[src/rtl/fxp_requant_pipe.sv]
// fxp_requant_pipe: multi-lane pipelined fixed-point to signed-integer
// requantizer with runtime rounding mode, per-lane saturation and a
// saturating clamp-event counter.
//
// Ports:
//   clk, rst_n            clock, asynchronous active-low reset
//   mode[1:0]             rounding mode captured with each accepted beat
//                         (00 floor, 01 half up, 10 half even, 11 floor)
//   in_valid / in_ready   input handshake (in_ready is combinational)
//   in_data               LANES x IN_W signed Q(IN_W-FRAC_W).FRAC_W values
//   out_valid / out_ready output handshake
//   out_data              LANES x OUT_W signed integers
//   out_sat               per-lane clamp flag for the current output beat
//   clr_count             synchronous clear of sat_count (wins over increment)
//   sat_count[15:0]       saturating count of clamped lane-samples
module fxp_requant_pipe #(
  parameter int unsigned IN_W   = 16,
  parameter int unsigned FRAC_W = 8,
  parameter int unsigned OUT_W  = 8,
  parameter int unsigned LANES  = 4
) (
  input  logic                     clk,
  input  logic                     rst_n,
  input  logic [1:0]               mode,
  input  logic                     in_valid,
  output logic                     in_ready,
  input  logic [LANES*IN_W-1:0]    in_data,
  output logic                     out_valid,
  input  logic                     out_ready,
  output logic [LANES*OUT_W-1:0]   out_data,
  output logic [LANES-1:0]         out_sat,
  input  logic                     clr_count,
  output logic [15:0]              sat_count
);

  localparam int unsigned SW = IN_W + 1;           // sign-extended sum width
  localparam int unsigned QW = IN_W + 1 - FRAC_W;  // integer part width
  localparam int unsigned PW = $clog2(LANES + 1);  // popcount width
  localparam int unsigned CW = 16;                 // counter width

  localparam logic [SW-1:0]        K_HALF = SW'(2 ** (FRAC_W - 1));
  localparam logic signed [QW-1:0] Q_MAX  = QW'(2 ** (OUT_W - 1) - 1);
  localparam logic signed [QW-1:0] Q_MIN  = ~Q_MAX;
  localparam logic [OUT_W-1:0]     O_MAX  = {1'b0, {(OUT_W-1){1'b1}}};
  localparam logic [OUT_W-1:0]     O_MIN  = {1'b1, {(OUT_W-1){1'b0}}};

  logic                      w_en;
  logic [LANES-1:0][SW-1:0]  w_x;
  logic [LANES-1:0][SW-1:0]  w_k;
  logic [LANES-1:0][SW-1:0]  w_sum;
  logic [LANES*OUT_W-1:0]    w_odata;
  logic [LANES-1:0]          w_osat;
  logic [PW-1:0]             w_pop;
  logic [CW:0]               w_cnt_sum;
  logic [CW-1:0]             w_cnt_next;

  logic [LANES-1:0][SW-1:0]  r_s1_sum;
  logic                      r_s1_valid;
  logic                      r_out_valid;
  logic [LANES*OUT_W-1:0]    r_out_data;
  logic [LANES-1:0]          r_out_sat;
  logic [CW-1:0]             r_cnt;

  // Both stages advance together whenever the output slot can be vacated.
  assign w_en     = !r_out_valid || out_ready;
  assign in_ready = w_en;

  // Rounding bias per lane; half-even adds one extra LSB only when the
  // integer part is odd, so exact halves settle on the even neighbour.
  always_comb begin
    w_x   = '0;
    w_k   = '0;
    w_sum = '0;
    for (int i = 0; i < int'(LANES); i++) begin
      w_x[i] = {in_data[i*IN_W + IN_W - 1], in_data[i*IN_W +: IN_W]};
      case (mode)
        2'b01:   w_k[i] = K_HALF;
        2'b10:   w_k[i] = K_HALF - SW'(1) + SW'(w_x[i][FRAC_W]);
        default: w_k[i] = '0;
      endcase
      w_sum[i] = w_x[i] + w_k[i];
    end
  end

  // Integer extraction and clamp of the S1 sums, feeding S2.
  always_comb begin
    w_odata = '0;
    w_osat  = '0;
    w_pop   = '0;
    for (int i = 0; i < int'(LANES); i++) begin
      if ($signed(r_s1_sum[i][SW-1:FRAC_W]) > Q_MAX) begin
        w_odata[i*OUT_W +: OUT_W] = O_MAX;
        w_osat[i]                 = 1'b1;
      end else if ($signed(r_s1_sum[i][SW-1:FRAC_W]) < Q_MIN) begin
        w_odata[i*OUT_W +: OUT_W] = O_MIN;
        w_osat[i]                 = 1'b1;
      end else begin
        w_odata[i*OUT_W +: OUT_W] = r_s1_sum[i][FRAC_W +: OUT_W];
      end
      w_pop = w_pop + PW'(w_osat[i]);
    end
  end

  // Counter increment with clamp at all-ones.
  always_comb begin
    w_cnt_sum  = (CW+1)'(r_cnt) + (CW+1)'(w_pop);
    w_cnt_next = w_cnt_sum[CW] ? '1 : w_cnt_sum[CW-1:0];
  end

  // Stage 1: rounded sums.
  always_ff @(posedge clk or negedge rst_n) begin
    if (!rst_n) begin
      r_s1_valid <= 1'b0;
      r_s1_sum   <= '0;
    end else if (w_en) begin
      r_s1_valid <= in_valid;
      if (in_valid) begin
        r_s1_sum <= w_sum;
      end
    end
  end

  // Stage 2: clamped outputs.
  always_ff @(posedge clk or negedge rst_n) begin
    if (!rst_n) begin
      r_out_valid <= 1'b0;
      r_out_data  <= '0;
      r_out_sat   <= '0;
    end else if (w_en) begin
      r_out_valid <= r_s1_valid;
      if (r_s1_valid) begin
        r_out_data <= w_odata;
        r_out_sat  <= w_osat;
      end
    end
  end

  // Clamp event counter; clear drops the same-cycle increment.
  always_ff @(posedge clk or negedge rst_n) begin
    if (!rst_n) begin
      r_cnt <= '0;
    end else if (clr_count) begin
      r_cnt <= '0;
    end else if (w_en && r_s1_valid) begin
      r_cnt <= w_cnt_next;
    end
  end

  assign out_valid = r_out_valid;
  assign out_data  = r_out_data;
  assign out_sat   = r_out_sat;
  assign sat_count = r_cnt;

endmodule
[config.mk]
export PLATFORM = sky130hd
export DESIGN_NAME = fxp_requant_pipe
export DESIGN_NICKNAME = d
export VERILOG_FILES = /design/src/rtl/fxp_requant_pipe.sv
export SDC_FILE = /design/constraint.sdc
export NUM_CORES = 1
export LEC_CHECK = 0
export CELL_PAD_IN_SITES_DETAIL_PLACEMENT = 0
export CELL_PAD_IN_SITES_GLOBAL_PLACEMENT = 1
export CORE_ASPECT_RATIO = 1.4
export CORE_MARGIN = 2
export CORE_UTILIZATION = 37
export DETAILED_ROUTE_END_ITERATION = 8
export GPL_TIMING_DRIVEN = 0
export PLACE_DENSITY = 0.77
export SLEW_MARGIN = 30
export SYNTH_ARGS = -nofsm -noshare
export SYNTH_HDL_FRONTEND = slang
export SYNTH_SLANG_ARGS = --single-unit
[constraint.sdc]
create_clock -name clk -period 3.9 [get_ports clk]
set_input_delay 0.78 -clock clk [delete_from_list [all_inputs] [get_ports clk]]
set_output_delay 0.78 -clock clk [all_outputs]
set_load 0.01 [all_outputs]
==> reports/metrics.cfg <==
[power_and_ir_drop]
clockPowerShare_pct=25.4
seq_power_share_pct=41.0
power_switching_uw=997
combPwrFrac_pct=33.6
p_int_uw=2120
power_leakage_uw=0.00299
p_sw_share_pct=32.0
irDropWorstVdd_uv=216
power_density_nw_per_um2=443

[detailed_routing]
drc=0
totalWireLength_um=12900
wire_per_inst_um=14.0
drt-vias-per-instance=4.96
dr_total_vias=4587
firstDrtPassIters=4
drtIter0Drc=162
route.antenna.remaining_nets=0

[synthesis]
yosysSeqAreaShare_pct=42.7
synth_top_area_cell=dfrtp_1
syn_inst=600
syn-cell-area_um2=5270
synthSimpleGateAreaFrac_pct=24.2
synth_cell_type_count=55
synth_top_area_share_pct=42.7
synth_mux_area_share_pct=0.570
syn_avg_cell_area_um2=8.78
syn_nets=705
synth_top_family_by_area=simple AND/OR/NAND/NOR gates
synth_async_sr_flop_share_pct=100
ys.flop_type=dfrtp_1
synth_compound_area_share_pct=13.0
synth_xor_area_share_pct=5.15
synth.area.top_cells=dfrtp_1 (43%), nand2_1 (11%), ha_1 (7.4%), o21ai_0 (6.6%), xnor2_1 (3.5%)
yosysWarningCount=0
synth_enable_flop_cells=0
synthAdderAreaFrac_pct=11.2
ys_seq_elements=90

[grt]
grt_pass1_vias=4555
grt_max_degree=54
antenna_found_initial=0
grt_pass1_wl_um=21800
track_usage_pct=17.5
overflow=0

[cells_and_area]
drive_above_1_share_pct=4.33
diodes=0
instances_no_fill=924
nets=840
utilization_pct=50.5
synthToLayoutAreaGrowth_pct=33.5

[cts]
numCtsBuffers=9
clock_sinks=90
hold_buffers=0
cts_resized=0
clk_pin_slew_ps=60
cts_tree=done
htreeDepth=3
postCtsSetupBuffers=0
clk_latency_ps=340
clockBufferDepth=2
cts_root_buf=clkbuf_16

[timing]
hold_ws_ps=332
clock.fmax_mhz=292
worstMarginPinSlew_ps=542
post-route-min-period_ps=3430
slew_violations=0
finalCritPeriodShare_pct=87.9
hold_viol_final=0
rsz0062_at_grt=false
fin_skew_ps=4.25
slew-limit-headroom_pct=63.9
setup_violations=0
finalSetupTns_ps=0

[placement]
placedCellCount=909
place_congestion=0.876
io_buffers=123
hpwl_um=10600

[critical_path]
rrSetupSlack_ps=480
worst_setup_path_end_kind=flop
worstPathArrival_ps=3650
crit_path_max_fanout=10
startpoint=mode[0]
timing.rr.end=sat_count[3]$_DFFE_PN0P_
cp-start-kind=primary input
cp_top_family=simple AND/OR/NAND/NOR gates
slowest_stage=a41oi_1
slowest_delay_ps=450
cp.required_ps=4120
crit_type=primary input to flop
crit_buf_inv=3
r2r-start=r_s1_sum[50]$_DFFE_PN0P_
worstPathCellList=clkdlybuf4s50_1, inv_1, ha_1, buf_4, nor2b_1, ha_1, a211oi_1, nand2_1, a41oi_1, nor3_1, mux2i_1, nand3_1
rr_worst_depth=10
crit_top_cell=ha_1

[run_status]
status=finished clean

[die]
dieArea_um2=15200
initial_core_util_pct=37.9
row_count=51
coreArea_um2=13900
die_h_um=145
io_pins=125
fp.dieW_um=105

[flow_run]
cap_viol_max_count=0

[min_path]
hold_class=primary input to async pin

## power by group through the flow
stage | logic (µW) | registers [µW] | clock network (µW)
floorplan | 454 | 1330 | 0
global route | 1170 | 1300 | 849
finish | 1050 | 1280 | 793
CTS | 1060 | 1280 | 811
global placement | 1030 | 1290 | 0
detailed placement | 1060 | 1300 | 0
## stage by stage
| step | setup slack (ps) | cell area, µm² | total power, µW |
|---|---|---|---|
| finish | 470 | 7030 | 3120 |
| global route | 212 | 7030 | 3320 |
| CTS | 448 | 7030 | 3150 |
| detailed placement | 91.0 | 6760 | 2360 |
| global placement | -1210 | 6730 | 2320 |
| floorplan | 918 | 5270 | 1780 |
## Yosys cell counts (all sizes together), types with 2 or more instances
| cell type | n |
|---|---|
| and3 | 6 |
| nand3 | 21 |
| nor2 | 32 |
| a21oi | 11 |
| o21a | 4 |
| a31oi | 4 |
| fa | 3 |
| xnor2 | 21 |
| nand4 | 6 |
| a41oi | 2 |
| nor2b | 4 |
| dfrtp | 90 |
| clkbuf | 25 |
| a21o | 2 |
| inv | 14 |
| or3 | 2 |
| nor3b | 4 |
| mux2i | 3 |
| o31ai | 2 |
| ha | 31 |
| maj3 | 14 |
| nand2 | 153 |
| o21ai | 74 |
| and4b | 2 |
| nor3 | 20 |
| nand4b | 4 |
| and2 | 4 |
| a211oi | 10 |
| nand2b | 4 |
| o211ai | 2 |
| xor2 | 10 |
| nor4 | 3 |
| buf | 4 |
## cell type report
cell class                      instances  area (µm²)
Multi-Input combinational cell        467        2850
Clock buffer                           12         256
Fill cell                            1385        6880
Inverter                               14        52.6
Clock inverter                          3        15.0
Tap cell                              185         231
Timing Repair Buffer                  124        1260
Sequential cell                        90        2250
Buffer                                 29         115
## worst max-delay path by stage
stage / to / slack [ps] / depth (start not counted)
after floorplan: r_s1_sum[64]$_DFFE_PN0P_ / 920 / 11
after global placement: sat_count[14]$_DFFE_PN0P_ / -1210 / 1
after detailed placement: r_s1_sum[66]$_DFFE_PN0P_ / 90 / 12
after CTS: r_s1_sum[66]$_DFFE_PN0P_ / 450 / 12
after global routing: r_s1_sum[63]$_DFFE_PN0P_ / 210 / 12
final: r_s1_sum[66]$_DFFE_PN0P_ / 470 / 12
## cell families after synthesis
group | after synthesis
DFF | 90
buffers and inverters | 43
AOI/OAI and AO/OA | 117
xor gates and xnor gates | 31
muxes | 3
adders and majority gates | 48
and+or+nand+nor | 268
## cells in the final DEF (no fill, tap or decap), types with 3 or more instances in the layout
cell type,netlist,final
nand2_1,153,153
clkdlybuf4s50_1,0,122
dfrtp_1,90,90
o21ai_0,70,70
nor2_1,32,32
ha_1,31,31
clkbuf_1,24,25
xnor2_1,21,21
nand3_1,20,20
nor3_1,17,17
inv_1,14,14
maj3_1,14,14
a21oi_1,11,11
xor2_1,10,10
a211oi_1,9,9
clkbuf_16,0,9
nand4_1,6,6
nor2b_1,4,4
nand2b_1,4,4
and2_1,4,4
nor3b_1,4,4
nand4b_1,4,4
o21a_1,4,4
a31oi_1,4,4
o21ai_1,3,3
and3_1,3,3
mux2i_1,3,3
fa_1,3,3
clkinv_2,0,3
## sequential cells by signal, summed over array words and instances (netlist names)
name / flops
sat_count: 16
out_sat: 4
r_s1_sum: 36
out_valid: 1
out_data: 32
r_s1_valid: 1
## metal layers
metal  up-vias  track usage [%]  wire, µm
met4         0             6.33       280
met1      2123             20.8      5490
li1       2344                -         -
met5         -                0         0
met3        17             3.32       546
met2       103             30.9      6620
No activity file was read; power rests on OpenSTA's default activity.
